[src/rtl/alu_pkg.sv]
// Shared ALU decode definitions: select codes, opcode/funct constants, decode control payload.
package alu_pkg;

  localparam int unsigned ALU_SEL_W = 5;
  localparam int unsigned INSTR_W   = 32;
  localparam int unsigned REG_AW    = 5;
  localparam int unsigned IMM_FMT_W = 3;

  typedef enum logic [ALU_SEL_W-1:0] {
    ALU_ADD, ALU_SUB, ALU_SLL, ALU_SLT, ALU_SLTU, ALU_XOR, ALU_SRL, ALU_SRA,
    ALU_OR, ALU_AND, ALU_LUI, ALU_AUIPC, ALU_SLLI, ALU_SRLI, ALU_SRAI,
    ALU_ADDW, ALU_SUBW, ALU_SLLW, ALU_SRLW, ALU_SRAW,
    ALU_ADDIW, ALU_SLLIW, ALU_SRLIW, ALU_SRAIW,
    ALU_FENCE, ALU_FENCE_TSO, ALU_PAUSE, ALU_ECALL, ALU_EBREAK
  } alu_op_e;

  typedef enum logic [IMM_FMT_W-1:0] {IMM_I, IMM_S, IMM_B, IMM_U, IMM_J} imm_fmt_e;
  typedef enum logic [1:0] {OP1_ZERO, OP1_RS1, OP1_PC} op1_src_e;
  typedef enum logic [1:0] {OP2_ZERO, OP2_RS2, OP2_IMM, OP2_SHAMT} op2_src_e;

  typedef struct packed {
    alu_op_e  sel;
    op1_src_e op1_src;
    op2_src_e op2_src;
    logic     wb;
    logic     ill;
  } dec_ctrl_t;

  localparam logic [6:0] OPC_LUI       = 7'b0110111;
  localparam logic [6:0] OPC_AUIPC     = 7'b0010111;
  localparam logic [6:0] OPC_OP        = 7'b0110011;
  localparam logic [6:0] OPC_OP_IMM    = 7'b0010011;
  localparam logic [6:0] OPC_OP_IMM_32 = 7'b0011011;
  localparam logic [6:0] OPC_OP_32     = 7'b0111011;
  localparam logic [6:0] OPC_MISC_MEM  = 7'b0001111;
  localparam logic [6:0] OPC_SYSTEM    = 7'b1110011;

  localparam logic [2:0] F3_ADD_SUB = 3'b000;
  localparam logic [2:0] F3_SLL     = 3'b001;
  localparam logic [2:0] F3_SLT     = 3'b010;
  localparam logic [2:0] F3_SLTU    = 3'b011;
  localparam logic [2:0] F3_XOR     = 3'b100;
  localparam logic [2:0] F3_SRL_SRA = 3'b101;
  localparam logic [2:0] F3_OR      = 3'b110;

  localparam logic [6:0] F7_BASE = 7'b0000000;
  localparam logic [6:0] F7_ALT  = 7'b0100000;

  localparam logic [3:0] FENCE_FM_NORM = 4'b0000;
  localparam logic [3:0] FENCE_FM_TSO  = 4'b1000;
  localparam logic [3:0] FENCE_RW      = 4'b0011;
  localparam logic [3:0] FENCE_W       = 4'b0001;
  localparam logic [3:0] FENCE_NONE    = 4'b0000;

  // Register-register / register-immediate base ops share the funct3 mapping.
  function automatic alu_op_e base_op(input logic [2:0] f3, input logic alt);
    alu_op_e res;
    case (f3)
      F3_ADD_SUB: res = alt ? ALU_SUB : ALU_ADD;
      F3_SLL:     res = ALU_SLL;
      F3_SLT:     res = ALU_SLT;
      F3_SLTU:    res = ALU_SLTU;
      F3_XOR:     res = ALU_XOR;
      F3_SRL_SRA: res = alt ? ALU_SRA : ALU_SRL;
      F3_OR:      res = ALU_OR;
      default:    res = ALU_AND;
    endcase
    return res;
  endfunction

  function automatic dec_ctrl_t mk_dec(input alu_op_e sel, input op1_src_e s1,
                                       input op2_src_e s2, input logic wb);
    dec_ctrl_t d;
    d.sel     = sel;
    d.op1_src = s1;
    d.op2_src = s2;
    d.wb      = wb;
    d.ill     = 1'b0;
    return d;
  endfunction

endpackage

[src/rtl/rv_imm_gen.sv]
// RISC-V immediate extraction for I/S/B/U/J formats, sign-extended to XLEN.
module rv_imm_gen
  import alu_pkg::*;
#(
  parameter int unsigned XLEN = 32
) (
  input  logic [31:7]          instr_i,
  input  logic [IMM_FMT_W-1:0] fmt_i,
  output logic [XLEN-1:0]      imm_o
);

  always_comb begin
    imm_o = '0;
    case (fmt_i)
      IMM_I: imm_o = XLEN'($signed(instr_i[31:20]));
      IMM_S: imm_o = XLEN'($signed({instr_i[31:25], instr_i[11:7]}));
      IMM_B: imm_o = XLEN'($signed({instr_i[31], instr_i[7], instr_i[30:25],
                                    instr_i[11:8], 1'b0}));
      IMM_U: imm_o = XLEN'($signed({instr_i[31:12], 12'h000}));
      IMM_J: imm_o = XLEN'($signed({instr_i[31], instr_i[19:12], instr_i[20],
                                    instr_i[30:21], 1'b0}));
      default: imm_o = '0;
    endcase
  end

endmodule

[src/rtl/alu_decode_stage.sv]
// Decode/issue stage ahead of the integer ALU: decodes one instruction into a
// registered operand pair, select code and writeback control behind a valid/ready slot.
module alu_decode_stage
  import alu_pkg::*;
#(
  parameter int unsigned XLEN  = 32,
  parameter int unsigned SEL_W = ALU_SEL_W
) (
  input  logic               clk,
  input  logic               rst_n,
  input  logic               flush,
  input  logic               in_valid,
  output logic               in_ready,
  input  logic [INSTR_W-1:0] in_instr,
  input  logic [XLEN-1:0]    in_pc,
  input  logic [XLEN-1:0]    rs1_data,
  input  logic [XLEN-1:0]    rs2_data,
  output logic               out_valid,
  input  logic               out_ready,
  output logic [XLEN-1:0]    op1,
  output logic [XLEN-1:0]    op2,
  output logic [SEL_W-1:0]   select,
  output logic [REG_AW-1:0]  rd,
  output logic               rd_we,
  output logic               illegal
);

  localparam bit          IS_RV64 = (XLEN == 64);
  localparam int unsigned SHAMT_W = IS_RV64 ? 6 : 5;

  logic [6:0]        opcode;
  logic [2:0]        f3;
  logic [6:0]        f7;
  logic [REG_AW-1:0] rd_a;
  logic [REG_AW-1:0] rs1_a;
  logic [3:0]        fence_fm, fence_pred, fence_succ;
  logic              shift_ok, w_shift_ok;
  imm_fmt_e          imm_fmt;
  logic [XLEN-1:0]   imm;
  dec_ctrl_t         dec;

  logic [XLEN-1:0]   op1_d, op2_d, op1_q, op2_q;
  alu_op_e           sel_q;
  logic [REG_AW-1:0] rd_q;
  logic              rd_we_d, rd_we_q, ill_q;
  logic              valid_d, valid_q, load;

  assign opcode     = in_instr[6:0];
  assign f3         = in_instr[14:12];
  assign f7         = in_instr[31:25];
  assign rd_a       = in_instr[11:7];
  assign rs1_a      = in_instr[19:15];
  assign fence_fm   = in_instr[31:28];
  assign fence_pred = in_instr[27:24];
  assign fence_succ = in_instr[23:20];

  // RV32 has no shamt[5]; SRAI/SRAIW alone may set instr[30].
  assign shift_ok   = (in_instr[31:26] == 6'b000000 ||
                       (in_instr[31:26] == 6'b010000 && f3 == F3_SRL_SRA)) &&
                      (IS_RV64 || !in_instr[25]);
  assign w_shift_ok = (f7 == F7_BASE) || (f7 == F7_ALT && f3 == F3_SRL_SRA);

  rv_imm_gen #(.XLEN(XLEN)) u_imm_gen (
    .instr_i (in_instr[31:7]),
    .fmt_i   (imm_fmt),
    .imm_o   (imm)
  );

  // Instruction decode; anything not explicitly matched stays illegal.
  always_comb begin
    dec     = '{sel: ALU_ADD, op1_src: OP1_ZERO, op2_src: OP2_ZERO, wb: 1'b0, ill: 1'b1};
    imm_fmt = IMM_I;
    case (opcode)
      OPC_LUI: begin
        imm_fmt = IMM_U;
        dec     = mk_dec(ALU_LUI, OP1_ZERO, OP2_IMM, 1'b1);
      end
      OPC_AUIPC: begin
        imm_fmt = IMM_U;
        dec     = mk_dec(ALU_AUIPC, OP1_PC, OP2_IMM, 1'b1);
      end
      OPC_OP: begin
        if (f7 == F7_BASE || (f7 == F7_ALT && (f3 == F3_ADD_SUB || f3 == F3_SRL_SRA)))
          dec = mk_dec(base_op(f3, f7[5]), OP1_RS1, OP2_RS2, 1'b1);
      end
      OPC_OP_IMM: begin
        if (f3 == F3_SLL) begin
          if (shift_ok) dec = mk_dec(ALU_SLLI, OP1_RS1, OP2_SHAMT, 1'b1);
        end else if (f3 == F3_SRL_SRA) begin
          if (shift_ok)
            dec = mk_dec(in_instr[30] ? ALU_SRAI : ALU_SRLI, OP1_RS1, OP2_SHAMT, 1'b1);
        end else begin
          dec = mk_dec(base_op(f3, 1'b0), OP1_RS1, OP2_IMM, 1'b1);
        end
      end
      OPC_OP_IMM_32: begin
        if (IS_RV64) begin
          if (f3 == F3_ADD_SUB)
            dec = mk_dec(ALU_ADDIW, OP1_RS1, OP2_IMM, 1'b1);
          else if (f3 == F3_SLL && f7 == F7_BASE)
            dec = mk_dec(ALU_SLLIW, OP1_RS1, OP2_SHAMT, 1'b1);
          else if (f3 == F3_SRL_SRA && w_shift_ok)
            dec = mk_dec(f7[5] ? ALU_SRAIW : ALU_SRLIW, OP1_RS1, OP2_SHAMT, 1'b1);
        end
      end
      OPC_OP_32: begin
        if (IS_RV64) begin
          if (f3 == F3_ADD_SUB && (f7 == F7_BASE || f7 == F7_ALT))
            dec = mk_dec(f7[5] ? ALU_SUBW : ALU_ADDW, OP1_RS1, OP2_RS2, 1'b1);
          else if (f3 == F3_SLL && f7 == F7_BASE)
            dec = mk_dec(ALU_SLLW, OP1_RS1, OP2_RS2, 1'b1);
          else if (f3 == F3_SRL_SRA && w_shift_ok)
            dec = mk_dec(f7[5] ? ALU_SRAW : ALU_SRLW, OP1_RS1, OP2_RS2, 1'b1);
        end
      end
      OPC_MISC_MEM: begin
        if (f3 == F3_ADD_SUB) begin
          if (fence_fm == FENCE_FM_TSO && fence_pred == FENCE_RW && fence_succ == FENCE_RW)
            dec = mk_dec(ALU_FENCE_TSO, OP1_ZERO, OP2_ZERO, 1'b0);
          else if (fence_fm == FENCE_FM_NORM && fence_pred == FENCE_W &&
                   fence_succ == FENCE_NONE)
            dec = mk_dec(ALU_PAUSE, OP1_ZERO, OP2_ZERO, 1'b0);
          else
            dec = mk_dec(ALU_FENCE, OP1_ZERO, OP2_ZERO, 1'b0);
        end
      end
      OPC_SYSTEM: begin
        if (f3 == F3_ADD_SUB && rs1_a == '0 && rd_a == '0 && in_instr[31:21] == '0)
          dec = mk_dec(in_instr[20] ? ALU_EBREAK : ALU_ECALL, OP1_ZERO, OP2_ZERO, 1'b0);
      end
      default: ;
    endcase
  end

  // Operand selection.
  always_comb begin
    op1_d = '0;
    case (dec.op1_src)
      OP1_RS1: op1_d = rs1_data;
      OP1_PC:  op1_d = in_pc;
      default: op1_d = '0;
    endcase
    op2_d = '0;
    case (dec.op2_src)
      OP2_RS2:   op2_d = rs2_data;
      OP2_IMM:   op2_d = imm;
      OP2_SHAMT: op2_d = XLEN'(in_instr[20 +: SHAMT_W]);
      default:   op2_d = '0;
    endcase
    rd_we_d = dec.wb && (rd_a != '0);
  end

  // Slot control: flush beats accept, accept beats pop.
  always_comb begin
    valid_d = valid_q;
    load    = 1'b0;
    if (flush) begin
      valid_d = 1'b0;
    end else if (in_valid && in_ready) begin
      valid_d = 1'b1;
      load    = 1'b1;
    end else if (out_ready) begin
      valid_d = 1'b0;
    end
  end

  always_ff @(posedge clk or negedge rst_n) begin
    if (!rst_n) begin
      valid_q <= 1'b0;
      op1_q   <= '0;
      op2_q   <= '0;
      sel_q   <= ALU_ADD;
      rd_q    <= '0;
      rd_we_q <= 1'b0;
      ill_q   <= 1'b0;
    end else begin
      valid_q <= valid_d;
      if (load) begin
        op1_q   <= op1_d;
        op2_q   <= op2_d;
        sel_q   <= dec.sel;
        rd_q    <= rd_a;
        rd_we_q <= rd_we_d;
        ill_q   <= dec.ill;
      end
    end
  end

  assign in_ready  = !valid_q || out_ready;
  assign out_valid = valid_q;
  assign op1       = op1_q;
  assign op2       = op2_q;
  assign select    = SEL_W'(sel_q);
  assign rd        = rd_q;
  assign rd_we     = rd_we_q;
  assign illegal   = ill_q;

endmodule

[config.mk]
export PLATFORM = sky130hd
export DESIGN_NAME = alu_decode_stage
export DESIGN_NICKNAME = d
export VERILOG_FILES = /design/src/rtl/alu_pkg.sv /design/src/rtl/rv_imm_gen.sv /design/src/rtl/alu_decode_stage.sv
export SDC_FILE = /design/constraint.sdc
export NUM_CORES = 1
export LEC_CHECK = 0
export CAP_MARGIN = 20
export CORE_ASPECT_RATIO = 0.8
export CORE_MARGIN = 2
export CORE_UTILIZATION = 36
export DETAILED_ROUTE_END_ITERATION = 16
export PLACE_DENSITY = 0.82
export SYNTH_ARGS = -nofsm -noshare
export SYNTH_HDL_FRONTEND = slang
export SYNTH_SLANG_ARGS = --single-unit
[constraint.sdc]
create_clock -name clk -period 1.6 [get_ports clk]
set_clock_uncertainty 0.2 [all_clocks]
set_input_delay 0.48 -clock clk [delete_from_list [all_inputs] [get_ports clk]]
set_output_delay 0.48 -clock clk [all_outputs]
set_load 0.05 [all_outputs]
Yosys cells after proc, flatten, opt, wreduce, memory -nomap -nowiden. Index checks and enable logic that the tools add are counted.

Memories: 0. Logic and storage cells: 89. Latch bits: 0. ROM bits: 0. Input bits: 133. Bits in writable memories: 0. Register bits after elaboration: 77.

Divide/modulo/power cells: 0. Add/subtract/negate cells: 0. Reductions and logical operators: 30. Multiply operators: 0. Muxes and demuxes: 25. Shift-type cells: 0. Bitwise operators: 0. Magnitude comparators: 0. Equality and inequality tests: 27.

Operators by type and width (number): $pmux W32 S5 (1); $pmux W32 S3 (1); $pmux W11 S6 (1); $pmux W32 S2 (1); $mux W11 (4); $mux W10 (3); $pmux W4 S7 (1); $eq A7 B6 Y1 const B (3); $pmux W4 S5 (1); $mux W8 (2); $eq A7 B5 Y1 const B (2); $logic_and A1 B1 Y1 (12); $logic_not A11 Y1 (1); $eq A2 B2 Y1 const B (5); $logic_not A5 Y1 (2); $eq A3 B3 Y1 const B (3); $eq A4 B2 Y1 const B (2); $logic_not A4 Y1 (2); $eq A7 B4 Y1 const B (1); $eq A7 B7 Y1 const B (1); $logic_not A7 Y1 (1); $mux W1 (7); $eq A2 B1 Y1 const B (3); $eq A3 B2 Y1 const B (2); 14 further kinds (20).

Depth between registers and ports, before layout.
Depth in word-level cells: 10. Mapped depth: 10. Mapped depth without buffers: 8.

By module. Synthesis repeated with hierarchy kept, for this count alone.

Cell total of the unflattened synthesis: 546. Area, all modules: 4768.3 um^2.

By module, submodules not included: alu_decode_stage (cells each 452, sequential area each 1926.8 um^2, instances 1, area each 4227.8 um^2); rv_imm_gen (cells each 94, sequential area each 0.0 um^2, instances 1, area each 540.5 um^2).

Worst setup path before layout. Ideal clock, no wire load.

Path kind: input to register. From: input port in_instr[26]. To: register op1_q[21] (netlist: op1[21]). Arrival time: 2.260 ns. Path buffers: 1. Path slack: -0.956 ns. Stages: 8. Cell sequence: or4_4 -> nor2_2 -> and3_1 -> or2_1 -> ha_1 -> clkbuf_1 -> a22oi_1 -> o31ai_1.

Longest elaborated chain between the ends: 10. Elaborated cells on any way between the ends: 23. Those cells by class: 5 x eq/ne; 9 x mux; 9 x reduce/logical.

Ends and longest elaborated chain: start, declared (RTL line alu_decode_stage.sv:14) `input logic [INSTR_W-1:0] in_instr,`; $eq A6 B5 Y1 (RTL line alu_decode_stage.sv:59) `(in_instr[31:26] == 6'b010000 && f3 == F3_SRL_SRA)) &&`; $logic_and A1 B1 Y1 (RTL line alu_decode_stage.sv:59); $logic_or A1 B1 Y1 (RTL line alu_decode_stage.sv:58) `assign shift_ok = (in_instr[31:26] == 6'b000000 ||`; $logic_and A1 B1 Y1 (RTL line alu_decode_stage.sv:59); $mux W10 (RTL line alu_decode_stage.sv:90) `if (shift_ok)`; $mux W11 (RTL line alu_decode_stage.sv:89) `end else if (f3 == F3_SRL_SRA) begin`; $mux W11 (RTL line alu_decode_stage.sv:87) `if (f3 == F3_SLL) begin`; $pmux W11 S6 * (RTL line alu_decode_stage.sv:73) `case (opcode)`; $eq A2 B2 Y1 / $eq A2 B1 Y1 (equally long branches) (RTL line alu_decode_stage.sv:138) `case (dec.op1_src)`; $pmux W32 S2 * (RTL line alu_decode_stage.sv:138); end signal, assigned (RTL line alu_decode_stage.sv:179) `op1_q <= op1_d;`; end, declared (RTL line alu_decode_stage.sv:42) `logic [XLEN-1:0] op1_d, op2_d, op1_q, op2_q;`.

Every way passes the cells marked *; elsewhere a longest branch is shown, timed or not. A chain may end at the register's enable or synchronous reset.

Final worst setup path.
From: input port in_instr[6]. To: register op1_q[28] (netlist: op1[28]).

Longest elaborated chain between the ends: 4. Elaborated cells on any way between the ends: 10. Those cells by class: 8 x eq/ne; 2 x mux.

Ends and longest elaborated chain (RTL line): $eq A7 B7 Y1, or another cell as far along (alu_decode_stage.sv:73); $pmux W11 S6 * (alu_decode_stage.sv:73); $eq A2 B2 Y1 / $eq A2 B1 Y1 (equally long branches) (alu_decode_stage.sv:138); $pmux W32 S2 * (alu_decode_stage.sv:138).

Marked as above.

==> out/results.env <==
PATH_CLASS='primary input to flip-flop'
MIN-DELAY-PATH-CLASS='primary input to flip-flop'
P_INT_mW=4.31
DRCVIOLATIONCOUNT=0
FLOORPLAN.DIE.WIDTH_UM=124
GRT_START_MAX_NET_PINS=33
DRV_SLEW=0
CTS_INSERTED_BUFFERS=9
SYNTH_TOP_CELLS_BY_AREA='dfrtp_1, nand2_1, a22oi_1'
NUMBER_OF_FLIP_FLOPS_AND_LATCHES_IN_THE_SYNTHESIZED_NETLIST=77
SYN-NUM-NETS=596
STATUS='complete, but fails checks'
GLOBAL_ROUTE.USAGE.TOTAL_PCT=37.8
VIA_PER_INST=6.20
REGTOREGSETUPSLACK_PS=-260
FIN_TOTAL_PWR_mW=6.11
TOP_CELL_TYPE_S_SHARE_OF_SYNTHESIZED_AREA_PCT=46.6
POWER.COMBINATIONAL.FRACTION_PCT=27.6
INSERTION_DELAY_PS=340
NETLIST_AREA_MM2=0.00414
MOST_FREQUENT_CELLS_IN_THE_LAYOUT='buf_4, clkdlybuf4s50_1, buf_12'
WORST-R2R-CELL-COUNT=7
GLOBAL_ROUTE_WIRE_LENGTH_BEFORE_REPAIR_MM=34.7
LAYOUT.CELLS.MOST_COMMON='buf_4'
AREA.GROWTH.SYNTH_TO_FINAL_PCT=141
CP_MAX_FO=8
UNREPAIRED_SETUP_ENDPOINTS_AFTER_GLOBAL_ROUTING='true'
INITIAL_STANDARD_CELL_UTILIZATION_OF_THE_CORE_PCT=37.5
REQUIRED_PS=1610
FINAL.PERIOD_UTILIZATION_PCT=162
FINAL.SETUP.WORST_SLACK_PS=-985
GPL_CONGESTION=0.941
DRT-INITIAL-DRC-COUNT=492
MAXCAPVIOLCOUNT=0
WIRELENGTH_MM=26.2
ROUTED-VIA-COUNT=6034
SYNTH_TOP_CELL_BY_AREA='dfrtp_1'
ASYNCSETRESETFLOPFRACSYNTH_PCT=100
SYNTH_CELLS=461
FINAL-HOLD-VIOLATION-COUNT=0
TIMING.HOLD.WORST.START='in_instr[11]'
SYNTH_CELL_TYPE_COUNT=57
HEIGHT_OF_THE_DIE_UM=99.9
CRITPATHCAPTURETYPE='flip-flop'
VDD_IR_DROP_MAX_mV=0.627
FINALWORSTPATHREQUIREDPERIOD_PS=2580
SETUP_TNS_PS=-43080
SYNTH_TOP_FLOP_CELL='dfrtp_1'
LAYOUT-DRIVE-GT1-SHARE_PCT=51.0
TIMING.SLEW.HEADROOM_PCT=71.2
WORSTHOLDPATHCELLS=3
ANTENNA_FOUND_INITIAL=0
POST_DRT_WL_PER_CELL_UM=27.0
SETUP_VIOL=136
FIRST_GLOBAL_VIAS=6060
LEAKAGE_COMPONENT_OF_THE_POWER_nW=4.24
SWITCHING_SHARE_PCT=29.5
CP-START-KIND='primary input'
DESIGN.DIE.AREA_MM2=0.0124
SYNTH_EDF_COUNT=0
TIMING.RR.START='out_valid$_DFFE_PN0P_'
NUMPORTBUFFERS=210
SLEW_AT_THE_PIN_CLOSEST_TO_ITS_MAX_SLEW_LIMIT_PS=432
HOLD_END='rd[4]$_DFFE_PN0P_'
HTREEDEPTH=3
RELATIVE_CONTRIBUTION_OF_THE_CLOCK_NETWORK_TO_TOTAL_POWER_PCT=38.0
LAYOUT.NETS=959
SYNTH_SEQUENTIAL_AREA_RATIO_PCT=46.6
REG_TO_REG_END='op1[4]$_DFFE_PN0P_'
FIN_WORST_HOLD_SLACK_PS=275
CLKTRANSATPATHREGS_PS=60
CORE.ROWCOUNT=34
VIOLATIONS='setup timing'
SYNTH_WARNINGS=0
NUM_IO_PINS=211
DETAIL-ROUTE-ANTENNA-NETS=0
POWER.SEQUENTIAL.FRACTION_PCT=34.3
P_SWITCHING_mW=1.81
TRITONCTS='done'
MAX_FREQ_GHz=0.387
ANTENNADIODECOUNT=0
CTS_MAX_PATH_BUFFERS=2
POWER-PER-CELL-AREA_mW_PER_MM2=614
CLOCK_SINKS=77
COREAREA_MM2=0.0110
CLOCK_TREE.ROOT_CELL='clkbuf_16'
DETAILED_PLACE_HPWL_MM=13.1
CP.ARRIVAL_PS=2600
GLOBALROUTE.TOTALOVERFLOW=0
DETAILEDROUTE.FIRSTPASSITERATIONCOUNT=5
AVGSYNTHCELLAREA_UM2=8.97
layer usage:
layer | routed length (µm) | up-vias | global-route usage (%)
li1 | - | 2433 | -
met1 | 9040 | 2982 | 43.1
met2 | 13000 | 457 | 65.5
met3 | 2470 | 162 | 10.1
met4 | 1780 | 0 | 18.6
met5 | 0 | - | 0
Yosys cell counts (2+ instances only):
| library cell | n |
|---|---|
| buf_4 | 2 |
| o31ai_1 | 32 |
| a2bb2oi_1 | 20 |
| nor3_2 | 2 |
| dfrtp_1 | 77 |
| nand3b_1 | 2 |
| nor3_1 | 6 |
| and3b_1 | 2 |
| o21ai_0 | 11 |
| and2_1 | 2 |
| and3_1 | 4 |
| nand2_1 | 83 |
| inv_1 | 4 |
| nor4_1 | 3 |
| a31oi_1 | 2 |
| or3_1 | 2 |
| clkbuf_1 | 31 |
| nand3_1 | 4 |
| or4_1 | 2 |
| buf_2 | 6 |
| o21ai_1 | 20 |
| nand2b_1 | 4 |
| a221oi_1 | 8 |
| ha_1 | 2 |
| nor2_1 | 42 |
| nor3b_1 | 3 |
| nor2b_1 | 6 |
| nand4_1 | 6 |
| a21oi_1 | 10 |
| a22oi_1 | 35 |
| o21a_1 | 2 |
critical path: stages:
cell and delay [ps]:
buf_6 100, nand3b_1 200, nor4_2 330, buf_4 200
and3_4 200, or2_4 130, buf_6 100, ha_4 190
buf_12 130, buf_12 130, a22oi_2 60, o31ai_1 350
state kept, by name, indices dropped and copies added (netlist names):
register / cells
rd_we: 1
illegal: 1
rd: 5
select: 5
op1: 32
out_valid: 1
op2: 32
power by group through the flow:
stage                     Sequential [mW]  Clock, mW  Combinational (mW)
after floorplan                      2.32          0               0.250
after global placement               2.12          0                1.36
after detailed placement             2.13          0                1.37
after CTS                            2.09       2.28                1.52
after global routing                 2.10       2.40                1.75
final                                2.10       2.33                1.69
worst max-delay path by stage:
| stage | startpoint | end | depth (start not counted) |
|---|---|---|---|
| after floorplan | in_instr[29] | op1[10]$_DFFE_PN0P_ | 9 |
| after global placement | in_instr[29] | op1[8]$_DFFE_PN0P_ | 9 |
| after detailed placement | in_instr[28] | op1[30]$_DFFE_PN0P_ | 10 |
| after CTS | in_instr[27] | op1[1]$_DFFE_PN0P_ | 11 |
| after global routing | in_instr[6] | op1[28]$_DFFE_PN0P_ | 12 |
| final | in_instr[6] | op1[28]$_DFFE_PN0P_ | 12 |
cell families after synthesis:
| logic type | Yosys count | share of synthesized area (%) |
|---|---|---|
| compound gates | 153 | 26.8 |
| xor+xnor | 1 | 0.212 |
| fa+ha+maj | 2 | 0.605 |
| buf+inv | 44 | 4.36 |
| flops | 77 | 46.6 |
| mux | 1 | 0.242 |
| simple gates | 183 | 21.2 |
what timing repair did:
item                                    CTS  global route
pin swaps                                64            68
gates cloned                             14             1
hold endpoints to repair                 13             0
endpoints found under the setup margin  120           154
hold buffers                              1             0
gates resized for setup                 187            61
setup buffers                            50            46
cell type report:
cell class,instances,area (µm²)
clock inverters,5,82.6
multi-input cells,344,2760
fillers,423,1060
well taps,144,180
clock buffers,11,243
repair buffers,387,4730
inverters,5,21.3
flip-flops and latches,77,1930
through the flow:
stage,cells,setup WS [ps],util (%),cell area [µm²]
6_report,973,-985,90.4,9960
3_5_place_dp,859,-1440,73.2,8070
3_3_place_gp,859,-1300,73.2,8070
5_1_grt,973,-1020,90.4,9960
2_1_floorplan,461,-766,-,4590
4_1_cts,936,-788,86.7,9560
No activity file was read; power rests on OpenSTA's default activity.
